`src/rtl/mem_bus_bridge.sv`:
```
`default_nettype none
// ============================================================================
// Module      : mem_bus_bridge
// Description : Turns single-cycle MEM-stage load/store requests into a req/ack
//               handshake toward a multi-cycle data memory and stalls the
//               pipeline until each access completes. The optional access
//               timeout is built only when MEM_BUS_TIMEOUT_EN is defined.
// Revision    : 1.0 - initial release
// ============================================================================
module mem_bus_bridge #(
    parameter int ADDR_WIDTH     = 32,
    parameter int DATA_WIDTH     = 32,
    parameter int TIMEOUT_CYCLES = 255
) (
    input  logic                  clk,
    input  logic                  rst_n,
    input  logic                  mem_ren,
    input  logic                  mem_wen,
    input  logic [ADDR_WIDTH-1:0] mem_addr,
    input  logic [DATA_WIDTH-1:0] mem_dout,
    output logic [DATA_WIDTH-1:0] mem_din,
    output logic                  mem_stall,
    output logic                  mem_err,
    output logic                  bus_req,
    output logic                  bus_we,
    output logic [ADDR_WIDTH-1:0] bus_addr,
    output logic [DATA_WIDTH-1:0] bus_wdata,
    input  logic                  bus_ack,
    input  logic [DATA_WIDTH-1:0] bus_rdata
);

    typedef enum logic [1:0] {
        ST_IDLE = 2'd0,
        ST_BUSY = 2'd1,
        ST_DONE = 2'd2
    } state_t;

    state_t                  state_q,     state_d;
    logic                    bus_req_q,   bus_req_d;
    logic                    bus_we_q,    bus_we_d;
    logic [ADDR_WIDTH-1:0]   bus_addr_q,  bus_addr_d;
    logic [DATA_WIDTH-1:0]   bus_wdata_q, bus_wdata_d;
    logic [DATA_WIDTH-1:0]   mem_din_q,   mem_din_d;
    logic                    w_access;

    assign w_access = mem_ren | mem_wen;

`ifdef MEM_BUS_TIMEOUT_EN
    localparam int            C_CNT_WIDTH = 16;
    localparam logic [DATA_WIDTH-1:0] C_ERR_DATA = DATA_WIDTH'(32'hDEAD_BEEF);
    logic [C_CNT_WIDTH-1:0]   cnt_q, cnt_d;
    logic                     mem_err_q, mem_err_d;
    logic [C_CNT_WIDTH-1:0]   w_cnt_inc;
    logic                     w_timeout;

    // The count reaches TIMEOUT_CYCLES during the TIMEOUT_CYCLES-th BUSY cycle.
    assign w_cnt_inc = cnt_q + 1'b1;
    assign w_timeout = (w_cnt_inc == C_CNT_WIDTH'(TIMEOUT_CYCLES));
    assign mem_err   = mem_err_q;
`else
    logic [15:0] w_timeout_unused;
    assign w_timeout_unused = 16'(TIMEOUT_CYCLES);
    assign mem_err          = 1'b0;
`endif

    always_comb begin
        state_d     = state_q;
        bus_req_d   = bus_req_q;
        bus_we_d    = bus_we_q;
        bus_addr_d  = bus_addr_q;
        bus_wdata_d = bus_wdata_q;
        mem_din_d   = mem_din_q;
`ifdef MEM_BUS_TIMEOUT_EN
        cnt_d       = cnt_q;
        mem_err_d   = mem_err_q;
`endif
        case (state_q)
            ST_IDLE: begin
                if (w_access) begin
                    bus_addr_d  = mem_addr;
                    bus_we_d    = mem_wen;
                    bus_wdata_d = mem_dout;
                    bus_req_d   = 1'b1;
                    state_d     = ST_BUSY;
`ifdef MEM_BUS_TIMEOUT_EN
                    cnt_d       = '0;
`endif
                end
            end
            ST_BUSY: begin
                // An ack coinciding with the timeout takes priority.
                if (bus_ack) begin
                    bus_req_d = 1'b0;
                    if (!bus_we_q) begin
                        mem_din_d = bus_rdata;
                    end
                    state_d = ST_DONE;
                end
`ifdef MEM_BUS_TIMEOUT_EN
                else if (w_timeout) begin
                    bus_req_d = 1'b0;
                    if (!bus_we_q) begin
                        mem_din_d = C_ERR_DATA;
                    end
                    mem_err_d = 1'b1;
                    state_d   = ST_DONE;
                end else begin
                    cnt_d = w_cnt_inc;
                end
`endif
            end
            ST_DONE: begin
                state_d = ST_IDLE;
            end
            default: begin
                state_d   = ST_IDLE;
                bus_req_d = 1'b0;
            end
        endcase
    end

    always_ff @(posedge clk or negedge rst_n) begin
        if (!rst_n) begin
            state_q     <= ST_IDLE;
            bus_req_q   <= 1'b0;
            bus_we_q    <= 1'b0;
            bus_addr_q  <= '0;
            bus_wdata_q <= '0;
            mem_din_q   <= '0;
`ifdef MEM_BUS_TIMEOUT_EN
            cnt_q       <= '0;
            mem_err_q   <= 1'b0;
`endif
        end else begin
            state_q     <= state_d;
            bus_req_q   <= bus_req_d;
            bus_we_q    <= bus_we_d;
            bus_addr_q  <= bus_addr_d;
            bus_wdata_q <= bus_wdata_d;
            mem_din_q   <= mem_din_d;
`ifdef MEM_BUS_TIMEOUT_EN
            cnt_q       <= cnt_d;
            mem_err_q   <= mem_err_d;
`endif
        end
    end

    // DONE drops the stall so the pipeline advances on the following edge.
    assign mem_stall = ((state_q == ST_IDLE) && w_access) || (state_q == ST_BUSY);
    assign bus_req   = bus_req_q;
    assign bus_we    = bus_we_q;
    assign bus_addr  = bus_addr_q;
    assign bus_wdata = bus_wdata_q;
    assign mem_din   = mem_din_q;

endmodule
`default_nettype wire
```
`config.mk`:
```
export PLATFORM = sky130hd
export DESIGN_NAME = mem_bus_bridge
export DESIGN_NICKNAME = d
export VERILOG_FILES = /design/src/rtl/mem_bus_bridge.sv
export SDC_FILE = /design/constraint.sdc
export NUM_CORES = 1
export LEC_CHECK = 0
export ABC_AREA = 1
export ABC_CLOCK_PERIOD_IN_PS = 1100
export CORE_MARGIN = 2
export CORE_UTILIZATION = 30
export DETAILED_ROUTE_END_ITERATION = 10
export PLACE_DENSITY = 0.65
export SETUP_SLACK_MARGIN = 0.2
export SLEW_MARGIN = 20
export SYNTH_ARGS = -nofsm -noshare
export SYNTH_HDL_FRONTEND = slang
export SYNTH_SLANG_ARGS = --single-unit
```
`constraint.sdc`:
```
create_clock -name clk -period 1.1 [get_ports clk]
set_input_delay 0.22 -clock clk [delete_from_list [all_inputs] [get_ports clk]]
set_output_delay 0.22 -clock clk [all_outputs]
set_load 0.005 [all_outputs]
```
# [Word-level counts from Yosys, hierarchy flattened]
# Cells that the tools add are included.
[op_classes] eq_ne=4 muxes=6 bitwise_logic=3 n_reduce_logical=7
[ops] operator="3-bit AND reduction" n=2
[ops] operator="2-bit two-way mux" n=2
[ops] operator="2-bit != test, second input constant" n=2
[ops] operator="2-bit case mux with 2 select lines" n=1
[ops] operator="2-bit AND reduction" n=2
[ops] operator="1-bit case mux with 3 select lines" n=1
[ops] operator="2-bit by 1-bit equality test with 1-bit output, second input constant" n=1
[ops] operator="2-bit equality test, second input constant" n=1
[ops] operator="2-bit zero test" n=1
[ops] operator="1-bit two-way mux" n=2
[ops] operator="1-bit inverter" n=2
[ops] operator="1-bit logical AND" n=1
[ops] operator="1-bit logical OR" n=1
[ops] operator="1-bit OR" n=1
[word_totals] ff_bits=100 out_inout_bits=100

# [Longest topological paths before layout]
[depth] ltp_word=3 mapped_depth=7

# [Worst setup path before layout]
# OpenSTA, ideal clock, no wires.
[synth_path] path_type="reg-to-output" start="register state_q[1]" end="output port mem_stall" arrival_time_ns=0.955 setup_slack_ns=-0.075 stages_incl_launch_ff=6 cell_sequence="dfrtp_1 nor2_2 nand2_2 buf_6 buf_6 nand2_1"
[synth_via] elab_chain_cells=3
[synth_lines] element="start, declared" line_no="38" source="state_t state_q, state_d;"
[synth_lines] element="start signal, assigned" line_no="135" source="state_q <= state_d;"
[synth_lines] element="2-bit zero test" line_no="149" source="assign mem_stall = ((state_q == ST_IDLE) && w_access) || (state_q == ST_BUSY);"
[synth_lines] element="1-bit logical AND" line_no="149"
[synth_lines] element="1-bit logical OR (*)" line_no="149"
[synth_lines] element="end, declared" line_no="22" source="output logic mem_stall,"
# Every way passes the cells marked *; elsewhere a longest branch is shown, timed or not.

# [Final worst setup path]
[layout_path] start="register state_q[0]" end="register bus_wdata_q[24], in the netlist bus_wdata[24]"
[layout_via] elab_chain_cells=2
[layout_lines] element="2-bit zero test" line_no="77" source="case (state_q)"
[layout_lines] element="2-bit AND reduction (no line)"
[layout_lines] element="end signal, assigned" line_no="139" source="bus_wdata_q <= bus_wdata_d;"
[layout_lines] element="end, declared" line_no="42" source="logic [DATA_WIDTH-1:0] bus_wdata_q, bus_wdata_d;"
# No other way between the ends.
# A chain may end at the register's enable or synchronous reset.

==> impl_metrics.csv <==
group,metric,value,unit
floorplanning,coreArea,0.01314,mm2
floorplanning,die_x,119.7,um
final_layout,areaGrowthSynthToFinish,92.08,%
global_routing,antenna_found_initial,0,
placed_design,dp.final_hpwl,8.044,mm
global_routing,grt_pass1_vias,4240,
setup_path,worstSetupEndpointType,"flop",
sta,fin_crit,1.393,ns
final_layout,nFillCells,1163,
sta,skew,0.002938,ns
floorplanning,ios,201,
route,routed_via_density,4.591,
setup_path,cp.arrival,1.68,ns
floorplanning,die_h,119.7,um
synth,yosys.area.top_type,"dfrtp_1",
route,initialDrtViolationCount,186,
setup_path,max_stage_delay,0.43,ns
setup_path,crit_path_end,"bus_wdata[24]$_DFFE_PN0P_",
sta,setup_viol,103,
status,status,"finished, violations left",
clocking,cts_htree_levels,3,
global_routing,overflow,0,
synth,synthTopCellsByArea,"dfrtp_1 62%, nand2_1 18%, nand3_1 12%",
placed_design,port_buffers,199,
setup_path,r2r_start,"state_q[0]$_DFFE_PN0P_",
sta,finalCritPeriodShare,1.267,
floorplanning,start_util,0.3056,
setup_path,worstReg2RegEnd,"bus_wdata[24]$_DFFE_PN0P_",
final_layout,final_cell_mix,"154 x nand2_1, 99 x dfrtp_1, 99 x clkdlybuf4s50_1",
synth,postSynthCellCount,439,
setup_path,path_max_fanout,5,
synth,synth_top_area_frac,0.6232,
placed_design,dp_worst_setup_slack,-0.6146,ns
setup_path,cp-startpoint,"state_q[0]$_DFFE_PN0P_",
route,wl_per_cell,16.22,um
final_layout,num_antenna_cells,0,
synth,synth.avg_cell_area,9.146,um2
synth,synthesis.area,0.004015,mm2
clocking,cts_buffer_depth,2,
clocking,clock_latency,0.34,ns
clocking,cts_root_buf,"clkbuf_16",
route,wl,14.52,mm
clocking,clk_pin_slew,0.06,ns
global_routing,grt_max_degree,58,
sta,final.setup.worst_slack,-0.2934,ns
synth,ys_ff_latch,100,
setup_path,path_class,"flop to flop",
synth,yosysSeqAreaShare,0.6232,
job,drv_cap,0,
final_layout,post-route-util,0.5870,
final_layout,fin_nets,815,
global_routing,grt_util_all_layers,0.1915,
final_layout,drive_gt1_frac,0.4868,
final_layout,ff_latch_area,0.002504,mm2
synth,ys_types,15,
route,dr.pass1.iters,4,
setup_path,crit_required,1.39,ns
final_layout,multi_input_area,0.001966,mm2
setup_path,path_common_cell,"buf_12",
clocking,cts_tree,"yes",
worst_hold_path,hp-class,"primary input to async pin",
sta,rsz0062_at_grt,"yes",
clocking,cts_made_buffers,9,
setup_path,r2r_slack,-0.29,ns
setup_path,reg2reg_depth,8,
power_and_ir_drop,peakVddDrop,1167,uV
sta,hold_viol,0,
route,drc,0,
setup_path,crit_slowest_cell,"dfrtp_1",
status,violations,"negative setup slack",
global_routing,grt_pass1_wl,21.42,mm
setup_path,cp_cell_sequence,"nor2_4, buf_6, buf_12, buf_12, buf_12, clkbuf_16, nand3_2, nand2_1",
floorplanning,rows,42,
power_and_ir_drop,p_leak,3.856,nW
setup_path,critPathLaunchType,"flop",
clocking,cts_sinks,100,
power_and_ir_drop,total_power,21.71,mW
route,drtAntennaViolNets,0,
synth,syn-num-nets,540,
power_and_ir_drop,p_per_area,2814,mW/mm2
floorplanning,dieArea,0.01432,mm2
sta,fmax,717.7,MHz
synth,ys_warn_count,0,
placed_design,globalplace.congestion,0.7265,
final_layout,final_common_cell,"nand2_1",
route,vias,4109,
sta,drv_slew,0,
## cell type report
class / count / share of cell area
Timing Repair Buffer: 292 / 0.3524
Inverter: 6 / 0.002920
Multi-Input combinational cell: 305 / 0.2549
Clock buffer: 15 / 0.03602
Clock inverter: 1 / 0.0006489
Sequential cell: 100 / 0.3246
Tap cell: 176 / 0.02855
## Yosys cell counts
master   count
o21a_1       1
buf_2       21
dfrtp_1    100
nand2_1    196
nor2_1       1
o21ai_0      2
inv_1        6
nand2_2      1
nor2_4       1
buf_4        2
nor2_2       2
a21oi_2      1
conb_1       1
buf_6        8
nand3_1     96
## where the power goes
group          internal (mW)  switching [mW]
Clock                   1.72            1.32
Combinational           6.70            5.54
Sequential              5.45           0.976
Total                   13.9            7.84
## cell families (layout without fill, tap and decap cells)
group / after synthesis / after routing / share of synthesized area
other: 1 / 1 / 0.0009340
AOI/OAI and AO/OA: 4 / 4 / 0.006545
DFF: 100 / 100 / 0.6232
buffers and inverters: 37 / 314 / 0.05796
and+or+nand+nor: 297 / 300 / 0.3113
## per-layer routing
| layer | track usage | vias up | part of all wire |
|---|---|---|---|
| met5 | 0 | - | 0 |
| met4 | 0.08015 | 0 | 0.021 |
| met3 | 0.04753 | 20 | 0.062 |
| met2 | 0.3336 | 144 | 0.52 |
| met1 | 0.2247 | 1986 | 0.40 |
| li1 | - | 1959 | - |
## critical path, delay by kind of cell, from the launching register on
kind / cells / cell delay, ns
simple gates: 3 / 0.30
flops: 1 / 0.43
buf+inv: 5 / 0.60
## what timing repair did
item	CTS	global route
setup endpoints to repair	199	199
gates cloned	12	5
buffers inserted	41	21
pin swaps	39	66
resized for setup	495	95
hold endpoints to repair	100	0
hold buffers	1	0
## through the flow
step,hold slack [ns],setup TNS (ns),cells,cell area (um2)
global route,0.4225,-28.52,895,7712
CTS,0.4144,-21.44,869,7058
finish,0.4270,-22.15,895,7712
floorplan,-0.07559,-0.03772,439,4049
detailed placement,0.2374,-44.20,799,6207
global placement,0.2225,-41.79,799,6207
## sequential cells by signal, indices dropped and copies added, names as in the netlist
name,count
bus_we,1
bus_wdata,32
state_q,2
mem_din,32
bus_req,1
bus_addr,32
## worst min path at each step
stage | startpoint | end | slack (ns) | cells after the start
3_5_place_dp | rst_n | mem_din[28]$_DFFE_PN0P_ | 0.24 | 2
3_3_place_gp | rst_n | mem_din[24]$_DFFE_PN0P_ | 0.22 | 2
5_1_grt | mem_addr[25] | bus_addr[25]$_DFFE_PN0P_ | 0.42 | 3
4_1_cts | mem_addr[3] | bus_addr[3]$_DFFE_PN0P_ | 0.41 | 3
2_1_floorplan | rst_n | bus_addr[0]$_DFFE_PN0P_ | -0.08 | 0
6_report | rst_n | mem_din[30]$_DFFE_PN0P_ | 0.43 | 3
(Power assumes the default switching activity.)
